$ cat src/rtl/bram_dump_reader_if.sv
// Connection bundle for bram_dump_reader: control, bram32 debug read port and byte stream.
// The master modport is the reader itself; the slave modport is the surrounding system.
interface bram_dump_reader_if #(
  parameter int unsigned ADDR_WIDTH = 10,
  parameter int unsigned DATA_WIDTH = 32,
  parameter int unsigned CNT_WIDTH  = 9
);
  logic                  start;
  logic [ADDR_WIDTH-1:0] base_addr;
  logic [CNT_WIDTH-1:0]  word_count;
  logic [ADDR_WIDTH-1:0] mem_addr;
  logic [DATA_WIDTH-1:0] mem_data;
  logic [7:0]            tx_data;
  logic                  tx_valid;
  logic                  tx_ready;
  logic                  busy;
  logic                  done;

  modport master (
    input  start, base_addr, word_count, mem_data, tx_ready,
    output mem_addr, tx_data, tx_valid, busy, done
  );

  modport slave (
    output start, base_addr, word_count, mem_data, tx_ready,
    input  mem_addr, tx_data, tx_valid, busy, done
  );
endinterface

$ cat src/rtl/bram_dump_reader.sv
// Drains a word range from bram32's debug read port and streams it out as bytes,
// least-significant byte first, over a valid/ready handshake.
module bram_dump_reader #(
  parameter int unsigned ADDR_WIDTH = 10,
  parameter int unsigned DATA_WIDTH = 32,
  parameter int unsigned CNT_WIDTH  = 9
) (
  input logic              clk,
  input logic              rst,
  bram_dump_reader_if.master bus
);

  localparam int unsigned BYTES     = DATA_WIDTH / 8;
  localparam int unsigned BIDX_W    = (BYTES > 1) ? $clog2(BYTES) : 1;
  localparam int unsigned LAST_BYTE = BYTES - 1;

  typedef enum logic [2:0] {
    S_IDLE,
    S_FETCH,
    S_WAIT,
    S_SEND,
    S_DONE
  } state_t;

  state_t                state_q;
  logic [ADDR_WIDTH-1:0] mem_addr_q;
  logic [CNT_WIDTH-1:0]  remaining_q;
  logic [DATA_WIDTH-1:0] shreg_q;
  logic [BIDX_W-1:0]     byte_idx_q;
  logic [7:0]            tx_data_q;
  logic                  tx_valid_q;
  logic                  busy_q;
  logic                  done_q;

  logic [DATA_WIDTH-1:0] shreg_d;
  logic [ADDR_WIDTH-1:0] start_addr_d;
  logic [ADDR_WIDTH-1:0] next_addr_d;
  logic                  accept_d;
  logic                  last_byte_d;
  logic                  unused_base_lsbs;

  // Word-aligned start address; the two byte-offset bits are dropped.
  assign start_addr_d     = {bus.base_addr[ADDR_WIDTH-1:2], 2'b00};
  assign unused_base_lsbs = &{1'b0, bus.base_addr[1:0]};
  assign next_addr_d      = ADDR_WIDTH'(mem_addr_q + ADDR_WIDTH'(4));
  assign shreg_d          = shreg_q >> 8;
  assign accept_d         = tx_valid_q && bus.tx_ready;
  assign last_byte_d      = (byte_idx_q == BIDX_W'(LAST_BYTE));

  always_ff @(posedge clk or posedge rst) begin
    if (rst) begin
      state_q     <= S_IDLE;
      mem_addr_q  <= '0;
      remaining_q <= '0;
      shreg_q     <= '0;
      byte_idx_q  <= '0;
      tx_data_q   <= '0;
      tx_valid_q  <= 1'b0;
      busy_q      <= 1'b0;
      done_q      <= 1'b0;
    end else begin
      done_q <= 1'b0;
      case (state_q)
        S_IDLE: begin
          if (bus.start) begin
            if (bus.word_count != '0) begin
              mem_addr_q  <= start_addr_d;
              remaining_q <= bus.word_count;
              busy_q      <= 1'b1;
              state_q     <= S_FETCH;
            end else begin
              done_q  <= 1'b1;
              state_q <= S_DONE;
            end
          end
        end

        // bram32 samples mem_addr on this edge; data is valid in WAIT.
        S_FETCH: state_q <= S_WAIT;

        S_WAIT: begin
          shreg_q    <= bus.mem_data;
          byte_idx_q <= '0;
          tx_data_q  <= bus.mem_data[7:0];
          tx_valid_q <= 1'b1;
          state_q    <= S_SEND;
        end

        // Without acceptance every stream register holds its value.
        S_SEND: begin
          if (accept_d) begin
            if (!last_byte_d) begin
              shreg_q    <= shreg_d;
              tx_data_q  <= shreg_d[7:0];
              byte_idx_q <= BIDX_W'(byte_idx_q + BIDX_W'(1));
            end else begin
              tx_valid_q  <= 1'b0;
              remaining_q <= CNT_WIDTH'(remaining_q - CNT_WIDTH'(1));
              if (remaining_q == CNT_WIDTH'(1)) begin
                busy_q  <= 1'b0;
                done_q  <= 1'b1;
                state_q <= S_DONE;
              end else begin
                mem_addr_q <= next_addr_d;
                state_q    <= S_FETCH;
              end
            end
          end
        end

        // done_q was raised on entry; start is deliberately not sampled here.
        S_DONE: state_q <= S_IDLE;

        default: state_q <= S_IDLE;
      endcase
    end
  end

  assign bus.mem_addr = mem_addr_q;
  assign bus.tx_data  = tx_data_q;
  assign bus.tx_valid = tx_valid_q;
  assign bus.busy     = busy_q;
  assign bus.done     = done_q;

endmodule

$ cat src/flat_wrapper.sv
// flat-port wrapper written by rule: the top's interface ports become plain ports
module bram_dump_reader_flat 
#(
  parameter int unsigned ADDR_WIDTH = 10,
  parameter int unsigned DATA_WIDTH = 32,
  parameter int unsigned CNT_WIDTH  = 9
)
  (clk, rst, bus_start, bus_base_addr, bus_word_count, bus_mem_data, bus_tx_ready, bus_mem_addr, bus_tx_data, bus_tx_valid, bus_busy, bus_done);
  bram_dump_reader_if #(.ADDR_WIDTH(ADDR_WIDTH), .DATA_WIDTH(DATA_WIDTH), .CNT_WIDTH(CNT_WIDTH)) bus_i ();
  input logic clk;
  input logic rst;
  input wire logic [$bits(bus_i.start)-1:0] bus_start;
  input wire logic [$bits(bus_i.base_addr)-1:0] bus_base_addr;
  input wire logic [$bits(bus_i.word_count)-1:0] bus_word_count;
  input wire logic [$bits(bus_i.mem_data)-1:0] bus_mem_data;
  input wire logic [$bits(bus_i.tx_ready)-1:0] bus_tx_ready;
  output wire logic [$bits(bus_i.mem_addr)-1:0] bus_mem_addr;
  output wire logic [$bits(bus_i.tx_data)-1:0] bus_tx_data;
  output wire logic [$bits(bus_i.tx_valid)-1:0] bus_tx_valid;
  output wire logic [$bits(bus_i.busy)-1:0] bus_busy;
  output wire logic [$bits(bus_i.done)-1:0] bus_done;
  assign bus_i.start = bus_start;
  assign bus_i.base_addr = bus_base_addr;
  assign bus_i.word_count = bus_word_count;
  assign bus_i.mem_data = bus_mem_data;
  assign bus_i.tx_ready = bus_tx_ready;
  assign bus_mem_addr = bus_i.mem_addr;
  assign bus_tx_data = bus_i.tx_data;
  assign bus_tx_valid = bus_i.tx_valid;
  assign bus_busy = bus_i.busy;
  assign bus_done = bus_i.done;
  bram_dump_reader #(.ADDR_WIDTH(ADDR_WIDTH), .DATA_WIDTH(DATA_WIDTH), .CNT_WIDTH(CNT_WIDTH)) u_core (.clk(clk), .rst(rst), .bus(bus_i));
endmodule
$ cat config.mk
export PLATFORM = sky130hd
export DESIGN_NAME = bram_dump_reader_flat
export DESIGN_NICKNAME = d
export VERILOG_FILES = /design/src/rtl/bram_dump_reader_if.sv /design/src/rtl/bram_dump_reader.sv /design/src/flat_wrapper.sv
export SDC_FILE = /design/constraint.sdc
export NUM_CORES = 1
export LEC_CHECK = 0
export BUFFER_PORTS_ARGS = -buffer_cell sky130_fd_sc_hd__buf_2
export CORE_UTILIZATION = 55
export CTS_BUF_LIST = sky130_fd_sc_hd__clkbuf_4 sky130_fd_sc_hd__clkbuf_8
export DETAILED_ROUTE_END_ITERATION = 10
export PLACE_DENSITY = 0.81
export SLEW_MARGIN = 20
export SYNTH_ARGS = -nofsm -noshare
export SYNTH_HDL_FRONTEND = slang
export SYNTH_SLANG_ARGS = --single-unit
$ cat constraint.sdc
create_clock -name clk -period 2 [get_ports clk]
set_input_delay 0.5 -clock clk [delete_from_list [all_inputs] [get_ports clk]]
set_output_delay 0.5 -clock clk [all_outputs]
set_load 0.02 [all_outputs]
======== Word-level counts from Yosys, hierarchy flattened ========
Index checks and enable logic that the tools add are counted.
storage, ports and cells
  bits of input ports ..................... 55
  output and inout port bits .............. 21
  flip-flop bits (word level) ............. 67
  word-level logic and storage cells ...... 76
cells by class
  multiplexer cells ....................... 41
  reductions and logical operators ........ 11
  equal/unequal tests ..................... 12
  add/sub/neg operators ................... 3
operators with widths
  cell                                                                     number
  32-bit two-way mux                                                       2
  32-bit one-hot mux with 2 select lines                                   1
  10-bit two-way mux                                                       5
  9-bit two-way mux                                                        4
  10-bit one-hot mux with 2 select lines                                   1
  9-bit one-hot mux with 2 select lines                                    1
  8-bit two-way mux                                                        2
  8-bit one-hot mux with 2 select lines                                    1
  3-bit two-way mux                                                        5
  1-bit two-way mux                                                        12
  3-bit one-hot mux with 4 select lines                                    1
  6-bit AND reduction                                                      2
  10-bit by 3-bit adder with 10-bit output, second input constant          1
  9-bit by 1-bit == test with 1-bit output, second input constant          1
  3-bit AND reduction                                                      3
  9-bit nonzero test                                                       1
  9-bit by 1-bit subtractor with 9-bit output, second input constant       1
  2-bit by 1-bit inequality test with 1-bit output, second input constant  4
  3-bit by 2-bit == test with 1-bit output, second input constant          2
  2-bit inequality test, second input constant                             3
  1-bit one-hot mux with 2 select lines                                    3
  5-bit AND reduction                                                      1
  2-bit two-way mux                                                        2
  2-bit one-hot mux with 2 select lines                                    1
  other kinds (6)                                                          7

======== Depth between registers and ports, before layout ========
  depth after elaboration ................. 5
  depth in mapped cells ................... 8
  depth with buffers taken out ............ 7

======== Worst setup path before layout ========
OpenSTA, ideal clock, no wires.
  path kind ............................... input -> register
  from .................................... input port bus_word_count[2]
  to ...................................... register u_core.remaining_q[1]
  setup slack ............................. 0.349 ns
  data arrival time ....................... 1.521 ns
  setup time .............................. 0.130 ns
  path buffers ............................ 1
  cell stages on the path ................. 6
  path through ............................ nor4_1 and3_2 o21ai_4 buf_4 o211ai_1 o21ai_0
between the ends
  cells in the longest elaborated chain, start to end .. 3
ends and longest elaborated chain
  item                                                               line                    RTL
  start, declared                                                    flat_wrapper.sv:14      input wire logic [$bits(bus_i.word_count)-1:0] bus_word_count;
  9-bit nonzero test                                                 bram_dump_reader.sv:66  if (bus.word_count != '0) begin
  2-bit by 1-bit inequality test with 1-bit output (no source line)  n/a
  5-bit AND reduction (no source line)                               n/a
  end signal, assigned                                               bram_dump_reader.sv:68  remaining_q <= bus.word_count;
  end signal, assigned                                               bram_dump_reader.sv:98  remaining_q <= CNT_WIDTH'(remaining_q - CNT_WIDTH'(1));
  end, declared                                                      bram_dump_reader.sv:27  logic [CNT_WIDTH-1:0] remaining_q;
No other way between the ends.
A chain may end at the register's enable or synchronous reset.

======== Final worst setup path ========
  from .................................... register u_core.state_q[1]
  to ...................................... register u_core.mem_addr_q[6], in the netlist u_core.bus.mem_addr[6]
between the ends
  cells in the longest elaborated chain, start to end .. 3
  elaborated cells between the ends (all ways) .. 10
ends and longest elaborated chain
  item                                                                           line                     RTL
  start, declared                                                                bram_dump_reader.sv:25   state_t state_q;
  start signal, assigned                                                         bram_dump_reader.sv:52   state_q <= S_IDLE;
  start signal, assigned                                                         bram_dump_reader.sv:70   state_q <= S_FETCH;
  start signal, assigned                                                         bram_dump_reader.sv:73   state_q <= S_DONE;
  3-bit by 2-bit == test with 1-bit output or 3-bit logical NOT (tied branches)  bram_dump_reader.sv:63   case (state_q)
  2-bit inequality test (no source line) (tied with other cells)                 n/a
  6-bit AND reduction (no source line)                                           n/a
  end signal, assigned                                                           bram_dump_reader.sv:67   mem_addr_q <= start_addr_d;
  end signal, assigned                                                           bram_dump_reader.sv:104  mem_addr_q <= next_addr_d;
  end, declared                                                                  bram_dump_reader.sv:26   logic [ADDR_WIDTH-1:0] mem_addr_q;
Several ways; a longest one is shown, not always the timed one.

==> metrics.txt <==
routed via count=~2600; post-synthesis sequential area ratio=0.4814; FF+latch count, synth=57; Switching Power=roughly 2.4 mW; Setup-failing EPs final=0; share of cells above drive strength 1=0.3012; Netlist cell types=46; Core ar.=0.005140 sq mm; insertion delay to the later sink of the worst-skew pair=roughly 340 ps; Post CTS Setup Buffer Count=0; Worst Setup Slack post-DPL=about 60 ps; initial antenna violation count=0; clock sinks=57; Worst path slowest cell=dfrtp_1; most common cell in the synthesized netlist=nand2_1; Post-Syn Area=roughly 0.0030 sq mm; P_leak=1.725 nW; Fmax=~0.56 GHz; CP delay by family, top=compound AO/OA/AOI/OAI gates; largest area contributor in the netlist=dfrtp_1; critical-path maximum fanout=10; wire per inst=between 10 and 15 microns; Clock Skews=between 10 and 15 ps; Setup crit start=u_core.state_q[1]; final antenna-violating net count=0; CTS tree=built; Post-synth EDFFs=0; H-tree level count=3; Final #Nets=~460; fraction of registers with async set/reset=1.000; PwrDens=about 1600 mW/mm^2; final worst-path cycle share=0.8879; ranking of synthesized cells by area=dfrtp_1 48%, nand2_1 8.2%, a31oi_1 5.5%; final design utilization=0.7079; synthesis-to-layout area growth=22.80%; CTS resizes=0; Tot GR Track Use=0.2474; worst path bufs/invs=0; total CTS buffers=9; Die Span Y=approximately 75 microns; largest net degree at the start of global routing=58; main flop type after synthesis=dfrtp_1; RSZ-0062 raised after global routing=false; Crit path largest cell delay=~480 ps; chip width=roughly 75 microns; Initial Utilization=0.5764; Worst VDD drop=just over 1 mV; Final min period=approximately 1800 ps; first-pass GRT wire length=between 10 and 15 mm; Placer Congestion=0.8310; post-DR vias/cell=~5.5; gr ovfl total=0; hpwl dp=4.372 mm; Arr. time, crit path=roughly 2000 ps; Critical Path RT=2250 ps; PortBufs=71; area share of the leading cell type in the synthesized netlist=0.4814; startpoint types=flip-flop; CTS Buffer Depth=2; Pins Over Slew Limit=0; hold crit path type=primary input to async pin; final wirelength=roughly 6.3 mm; boundary pin count=76; Comb pwr share=0.434; Crit Path Class=flip-flop to flip-flop; critical path cell sequence=nor3_1 -> nand2_2 -> o22ai_4 -> o21ai_0 -> a22oi_1; Synth top cells by count=65 x nand2_1, 57 x dfrtp_1, 37 x nor2_1; setup ws final=about 220 ps; synth warn=0; Placement Rows=26; vias in the first global route=roughly 2300; Critical R2R Launch=u_core.state_q[1]; final hold viol count=0; n_diodes=0; sequential share of power=0.361; Syn Inst Count=roughly 330; cell internal pwr=between 3 and 4 mW; Mapped Avg Cell Area=between 8 and 9 sq um; # hold bufs at CTS=0; Clock power frac=0.205; Root Driver=clkbuf_8; Reg clk slew, reported paths=around 60 ps; DR iter-0 viols=between 200 and 250; DRC viols=0; post-route setup TNS=0 ps; die area=between 0.005 and 0.006 sq mm; outcome=completed; drt first pass iters=4; Sw Ratio=0.4033; Max-Cap Viols=0; Setup crit end kind=flip-flop
cells by family (layout without fill, tap and decap cells):
family,after synthesis,count (layout),share of synthesized area
mux,3,3,0.01056
simple gates,144,144,0.2188
flops,57,57,0.4814
compound gates,91,91,0.2082
fa+ha+maj,4,4,0.01689
other cells,1,2,0.001266
buf+inv,33,104,0.06292
cell usage in the layout, fill, tap and decap left out, types with 6 or more instances in the layout:
cell type and n:
buf_2 71, nand2_1 65, dfrtp_1 57, nor2_1 37
a31oi_1 26, a21oi_1 18, o21ai_0 14, nand3_1 13
clkbuf_8 10, a22o_1 9, buf_4 8, nor3_1 6
final timing paths:
check,endpoint,slack [ps],depth (start not counted)
setup / recovery,u_core.bus.mem_addr[6],220,5
min in group clk,u_core.shreg_q[27],370,2
max in group asynchronous,u_core.shreg_q[17],1530,3
hold reg to reg,u_core.bus.busy,480,1
hold / removal,u_core.byte_idx_q[0],190,3
setup reg to reg,u_core.bus.mem_addr[6],220,5
worst min-delay path: stages:
cell	delay (ps)
buf_2	100
inv_2	60
buf_12	250
routing by layer:
| metal | GRT usage | vias up | share of wire |
|---|---|---|---|
| li1 | - | 1295 | - |
| met1 | 0.3137 | 1215 | 0.44 |
| met2 | 0.4077 | 77 | 0.50 |
| met3 | 0.07672 | 5 | 0.051 |
| met4 | 0.07819 | 0 | 0.010 |
| met5 | 0 | - | 0 |
registers in the layout (all words and copies together) (netlist names):
name	count
u_core.bus.mem_addr	8
u_core.bus.busy	1
u_core.byte_idx_q	2
u_core.state_q	3
u_core.remaining_q	9
u_core.bus.tx_valid	1
u_core.bus.tx_data	7
u_core.bus.done	1
u_core.shreg_q	25
per-stage QoR:
stage	cells	hold WS, ps	area (sq um)	total power, mW
floorplan	334	473.0	2967	4.009
global placement	459	455.5	3415	4.573
detailed placement	459	467.5	3415	4.694
CTS	475	213.3	3638	5.926
global route	475	222.5	3638	6.388
finish	475	191.6	3638	5.891
cell type report:
cell class              count  area (sq um)
clock buffers              11         145.1
clock inverters             5         78.83
fillers                   427          1501
inverters                   4         15.01
multi-input cells         244          1370
flip-flops and latches     57          1426
well taps                  70         87.58
repair buffers             84         515.5
power by group through the flow:
stage | registers (mW) | logic, mW | clock network (mW)
CTS | 2.12 | 2.58 | 1.23
finish | 2.12 | 2.56 | 1.21
global placement | 2.09 | 2.48 | 0
detailed placement | 2.13 | 2.56 | 0
global route | 2.20 | 2.90 | 1.28
floorplan | 2.11 | 1.90 | 0
Power figures use the tool's default switching activity.
